### config.mk
export PLATFORM = sky130hd
export DESIGN_NAME = ripple_carry_adder_subtractor
export DESIGN_NICKNAME = d
export VERILOG_FILES = /design/src/rtl/ripple_carry_adder_subtractor.sv
export SDC_FILE = /design/constraint.sdc
export NUM_CORES = 1
export LEC_CHECK = 0
export BUFFER_PORTS_ARGS = -buffer_cell sky130_fd_sc_hd__buf_2
export CORE_AREA = 2 2 39 41
export DETAILED_ROUTE_END_ITERATION = 12
export DIE_AREA = 0 0 41 43
export PLACE_DENSITY = 0.57
export SLEW_MARGIN = 20
export SYNTH_ARGS = -nofsm -noshare
export SYNTH_HDL_FRONTEND = slang
export SYNTH_SLANG_ARGS = --single-unit
### constraint.sdc
create_clock -name clk -period 3.1 [get_ports clk]
set_input_delay 0.775 -clock clk [delete_from_list [all_inputs] [get_ports clk]]
set_output_delay 0.775 -clock clk [all_outputs]
set_load 0.02 [all_outputs]
### src/rtl/ripple_carry_adder_subtractor.sv
// WIDTH-bit two's-complement adder/subtractor built from a rippled chain of full adders,
// with a combinational result and a one-cycle registered copy that includes signed overflow.

module ripple_carry_adder_subtractor_fa (
  input  logic i_a,
  input  logic i_b,
  input  logic i_c,
  output logic o_s,
  output logic o_c
);

  assign o_s = i_a ^ i_b ^ i_c;
  assign o_c = (i_a & i_b) | (i_a & i_c) | (i_b & i_c);

endmodule

module ripple_carry_adder_subtractor #(
  parameter int WIDTH = 4  // must be >= 2 so that a sign stage and a carry into it both exist
) (
  input  logic             clk,
  input  logic             rst,
  input  logic [WIDTH-1:0] A,
  input  logic [WIDTH-1:0] B,
  input  logic             Cin,
  output logic [WIDTH-1:0] sum,
  output logic             cout,
  output logic [WIDTH-1:0] sum_q,
  output logic             cout_q,
  output logic             ovf_q
);

  logic [WIDTH:0]   w_carry;
  logic [WIDTH-1:0] w_b;
  logic [WIDTH-1:0] w_sum;
  logic             w_ovf;

  // Cin selects subtract: B is inverted and the same 1 supplies the +1 of the two's complement.
  assign w_carry[0] = Cin;

  for (genvar i = 0; i < WIDTH; i++) begin : g_stage
    assign w_b[i] = B[i] ^ Cin;

    ripple_carry_adder_subtractor_fa u_fa (
      .i_a (A[i]),
      .i_b (w_b[i]),
      .i_c (w_carry[i]),
      .o_s (w_sum[i]),
      .o_c (w_carry[i+1])
    );
  end

  assign sum   = w_sum;
  assign cout  = w_carry[WIDTH];
  assign w_ovf = w_carry[WIDTH] ^ w_carry[WIDTH-1];

  // NOTE: sequential state uses non-blocking assignments so every register samples pre-edge values.
  always_ff @(posedge clk or posedge rst) begin
    if (rst) begin
      sum_q  <= '0;
      cout_q <= 1'b0;
      ovf_q  <= 1'b0;
    end else begin
      sum_q  <= w_sum;
      cout_q <= w_carry[WIDTH];
      ovf_q  <= w_ovf;
    end
  end

endmodule

Word level (Yosys, flattened, before mapping):

Cells that the tools add are included.

* register bits: 6
* bits of input ports: 11
* output and inout bits: 11
* word-level logic and storage cells: 36

* bitwise gates (word level): 33

Operators by type and width (number)
* $xor A1 B1 Y1: 13
* $and A1 B1 Y1: 12
* $or A1 B1 Y1: 8

Depth between registers and ports, before layout:

* word-level depth: 14
* gate-level depth with buffers: 5
* depth with buffers taken out: 5

Cells and area by module:

A second synthesis with hierarchy kept.

* cell total of the unflattened synthesis: 16
* area, all modules: 277.8 µm²

Modules (own cells, without submodules)
* ripple_carry_adder_subtractor: instances 1, cells an instance 12, area each 197.7 µm², sequential area each 150.1 µm²
* ripple_carry_adder_subtractor_fa: instances 4, cells an instance 1, area each 20.0 µm², sequential area each 0.0 µm²

Worst setup path after synthesis:

Ideal clock, no wire load.

* kind: input-to-output
* start: in B[0]
* end: out sum[3]
* arrival: 2516 ps
* required time: 2325 ps
* setup slack: -191 ps
* cell stages on the path: 5
* buffers on the path: 1
* cells stage by stage: mux2_2 -> fa_1 -> fa_1 -> fa_1 -> buf_4

* cells in the longest elaborated chain, start to end: 11
* elaborated cells between the ends (all ways): 14
* classes of those cells: bitwise (14)

RTL lines
* from (decl): line 23 `input logic [WIDTH-1:0] B,`
* $xor A1 B1 Y1 *: line 41 `assign w_b[i] = B[i] ^ Cin;`
* $and A1 B1 Y1: line 13 `assign o_c = (i_a & i_b) | (i_a & i_c) | (i_b & i_c);`
* $or A1 B1 Y1: line 13
* $or A1 B1 Y1 *: line 13
* $and A1 B1 Y1: line 13
* $or A1 B1 Y1: line 13
* $or A1 B1 Y1 *: line 13
* $and A1 B1 Y1: line 13
* $or A1 B1 Y1: line 13
* $or A1 B1 Y1 *: line 13
* $xor A1 B1 Y1 *: line 12 `assign o_s = i_a ^ i_b ^ i_c;`
* to (decl): line 25 `output logic [WIDTH-1:0] sum,`

Every way passes the cells marked *; elsewhere a longest branch is shown, timed or not.

Worst setup path in the final report:

Same ends and word-level chain as after synthesis.

==> qor.yml <==
status:
  status: "complete, but fails checks"
  violations: "negative setup slack"
place:
  io_buffers: 21
  place_area_sq_um: 434
  pre_cts_ws_ps: -327
  gp_congestion: 0.768
sta:
  max_freq_mhz: 298
  slew_headroom_pct: 85.3
  fin_crit_ps: 3350
  finalMaxSlewViolations: 0
  rsz0062_at_grt: "true"
  setup_viol: 2
  timing.final.crit_share_pct: 108
  tns_ps: -339
  hold_viol: 0
  tightest_slew_ps: 220
  setup_ws_ps: -252
final_layout:
  fillers: 141
  layout_commonest_cell: "buf_2"
  final_core_util_pct: 36.0
  areaGrowthSynthToFinish_pct: 66.5
  fin_nets: 62
  drive_above_1_share_pct: 73.9
  final_area_sq_um: 498
  layout_common_cells: "17 x buf_2, 6 x dfrtp_1, 6 x buf_4, 5 x xor2_1, 4 x buf_6"
  antenna_cells: 0
clock_network:
  clockBufferDepth: 2
  numCtsBuffers: 3
  cts_sinks: 6
  root_buffer: "clkbuf_4"
  htree_levels: 1
  cts_tree: "yes"
  cts.reportedPaths.clkPinSlew_ps: 40
  hold_buffers: 0
critical_path:
  crit_start: "B[0]"
  crit_arrival_ps: 2580
  startpoint_type: "input pin"
  worstPathMaxFanout: 2
  endpoint_kind: "output port"
  endpoint: "sum[3]"
  worstPathRequired_ps: 2320
  path_class: "input pin to output port"
die:
  dieArea_sq_mm: 0.00176
  ios: 22
  die_y_um: 43
  start_util_pct: 21.6
  die_w_um: 41
  num_rows: 14
  core_area_sq_mm: 0.00138
worst_hold_path:
  worstHoldPathType: "input pin to asynchronous set/reset pin"
drt:
  viasPerCell: 3.84
  dr_total_vias: 238
  drtIter0Drc: 0
  routed_wl_um: 690
  routedWlPerCell_um: 11.1
  remaining_drc_errors: 0
  drt_first_pass_iters: 1
  drtAntennaViolNets: 0
power:
  vdd_drop_max_mv: 0.162
  leakage_nw: 0.258
  total_power_uw: 299
  powerDensity_mw_per_mm2: 601
global_route:
  grt_pass1_wl_um: 1090
  antenna_found_initial: 0
  grt_pass1_vias: 271
  grtUsageTotal_pct: 9.85
  grt_max_degree: 7
  globalRouteOverflowTotal: 0
yosys:
  ys_warn_count: 0
  syn_area_per_cell_sq_um: 15.0
  synthCells: 20
  ys_seq_elements: 6
  synth_fp_nets: 34
  ys_seq_area_share_pct: 50.2
  syn_area_sq_um: 299
  synth.distinct_cells: 6
run:
  cap_viol_max_count: 0
-- worst min-delay path by stage --
| stage | start | end | cells past startpoint |
|---|---|---|---|
| floorplan | rst | cout_q | 1 |
| global placement | rst | sum_q[2] | 2 |
| detailed placement | rst | sum_q[0] | 2 |
| CTS | rst | sum_q[1] | 2 |
| global route | rst | sum_q[0] | 2 |
| finish | rst | sum_q[1] | 2 |
-- critical path, cell delays in order --
cell and delay [ps]:
buf_6 90, mux2_4 290, fa_2 350, fa_2 380, fa_2 560, buf_6 120
-- synthesized netlist by cell type, drive strengths merged --
| library cell | count | area [sq um] |
|---|---|---|
| xor2 | 5 | 43.8 |
| mux2 | 1 | 11.3 |
| dfrtp | 6 | 150 |
| fa | 3 | 60.1 |
| buf | 4 | 30.0 |
| inv | 1 | 3.75 |
-- layout make-up --
type,count,area [sq um],area share [%]
Sequential cell,6,150,30.2
Timing Repair Buffer,27,175,35.2
Inverter,1,3.75,0.754
Clock buffer,3,22.5,4.52
Tap cell,16,20.0,4.02
Multi-Input combinational cell,9,126,25.4
-- state kept, by name (all words and copies together), names as in the netlist --
signal,cells
cout_q,1
ovf_q,1
sum_q,4
-- power by group --
| group | switching, mW | internal, mW | leakage [nW] | total (mW) |
|---|---|---|---|---|
| Combinational | 0.0755 | 0.0573 | 0.174 | 0.133 |
| Clock | 0.0243 | 0.0435 | 0.0138 | 0.0678 |
| Sequential | 0.00346 | 0.0954 | 0.0699 | 0.0988 |
-- per-stage QoR --
| stage | std cells | hold WS, ps |
|---|---|---|
| floorplan | 20 | 566 |
| detailed placement | 58 | 690 |
| CTS | 61 | 431 |
| global route | 62 | 459 |
| global placement | 58 | 684 |
| finish | 62 | 433 |
-- logic make-up (layout without fill, tap and decap cells) --
logic type,count (synthesis),in the layout,share of synthesized area [%]
muxes,1,1,3.77
buffers and inverters,5,31,11.3
DFF,6,6,50.2
adders and majority gates,3,3,20.1
xor gates and xnor gates,5,5,14.6
-- repair_timing --
item                                    CTS  global route
resized for setup                         9             0
buffers inserted                          0             1
endpoints found under the setup margin    3             2
gates cloned                              0             0
-- metal layers --
layer / GRT usage, % / wire length (um)
met1: 8.33 / 234
met2: 15.9 / 324
met5: 0 / 0
met4: 10.0 / 14
met3: 3.14 / 117
Note: power is estimated with default switching activity, not from simulation.
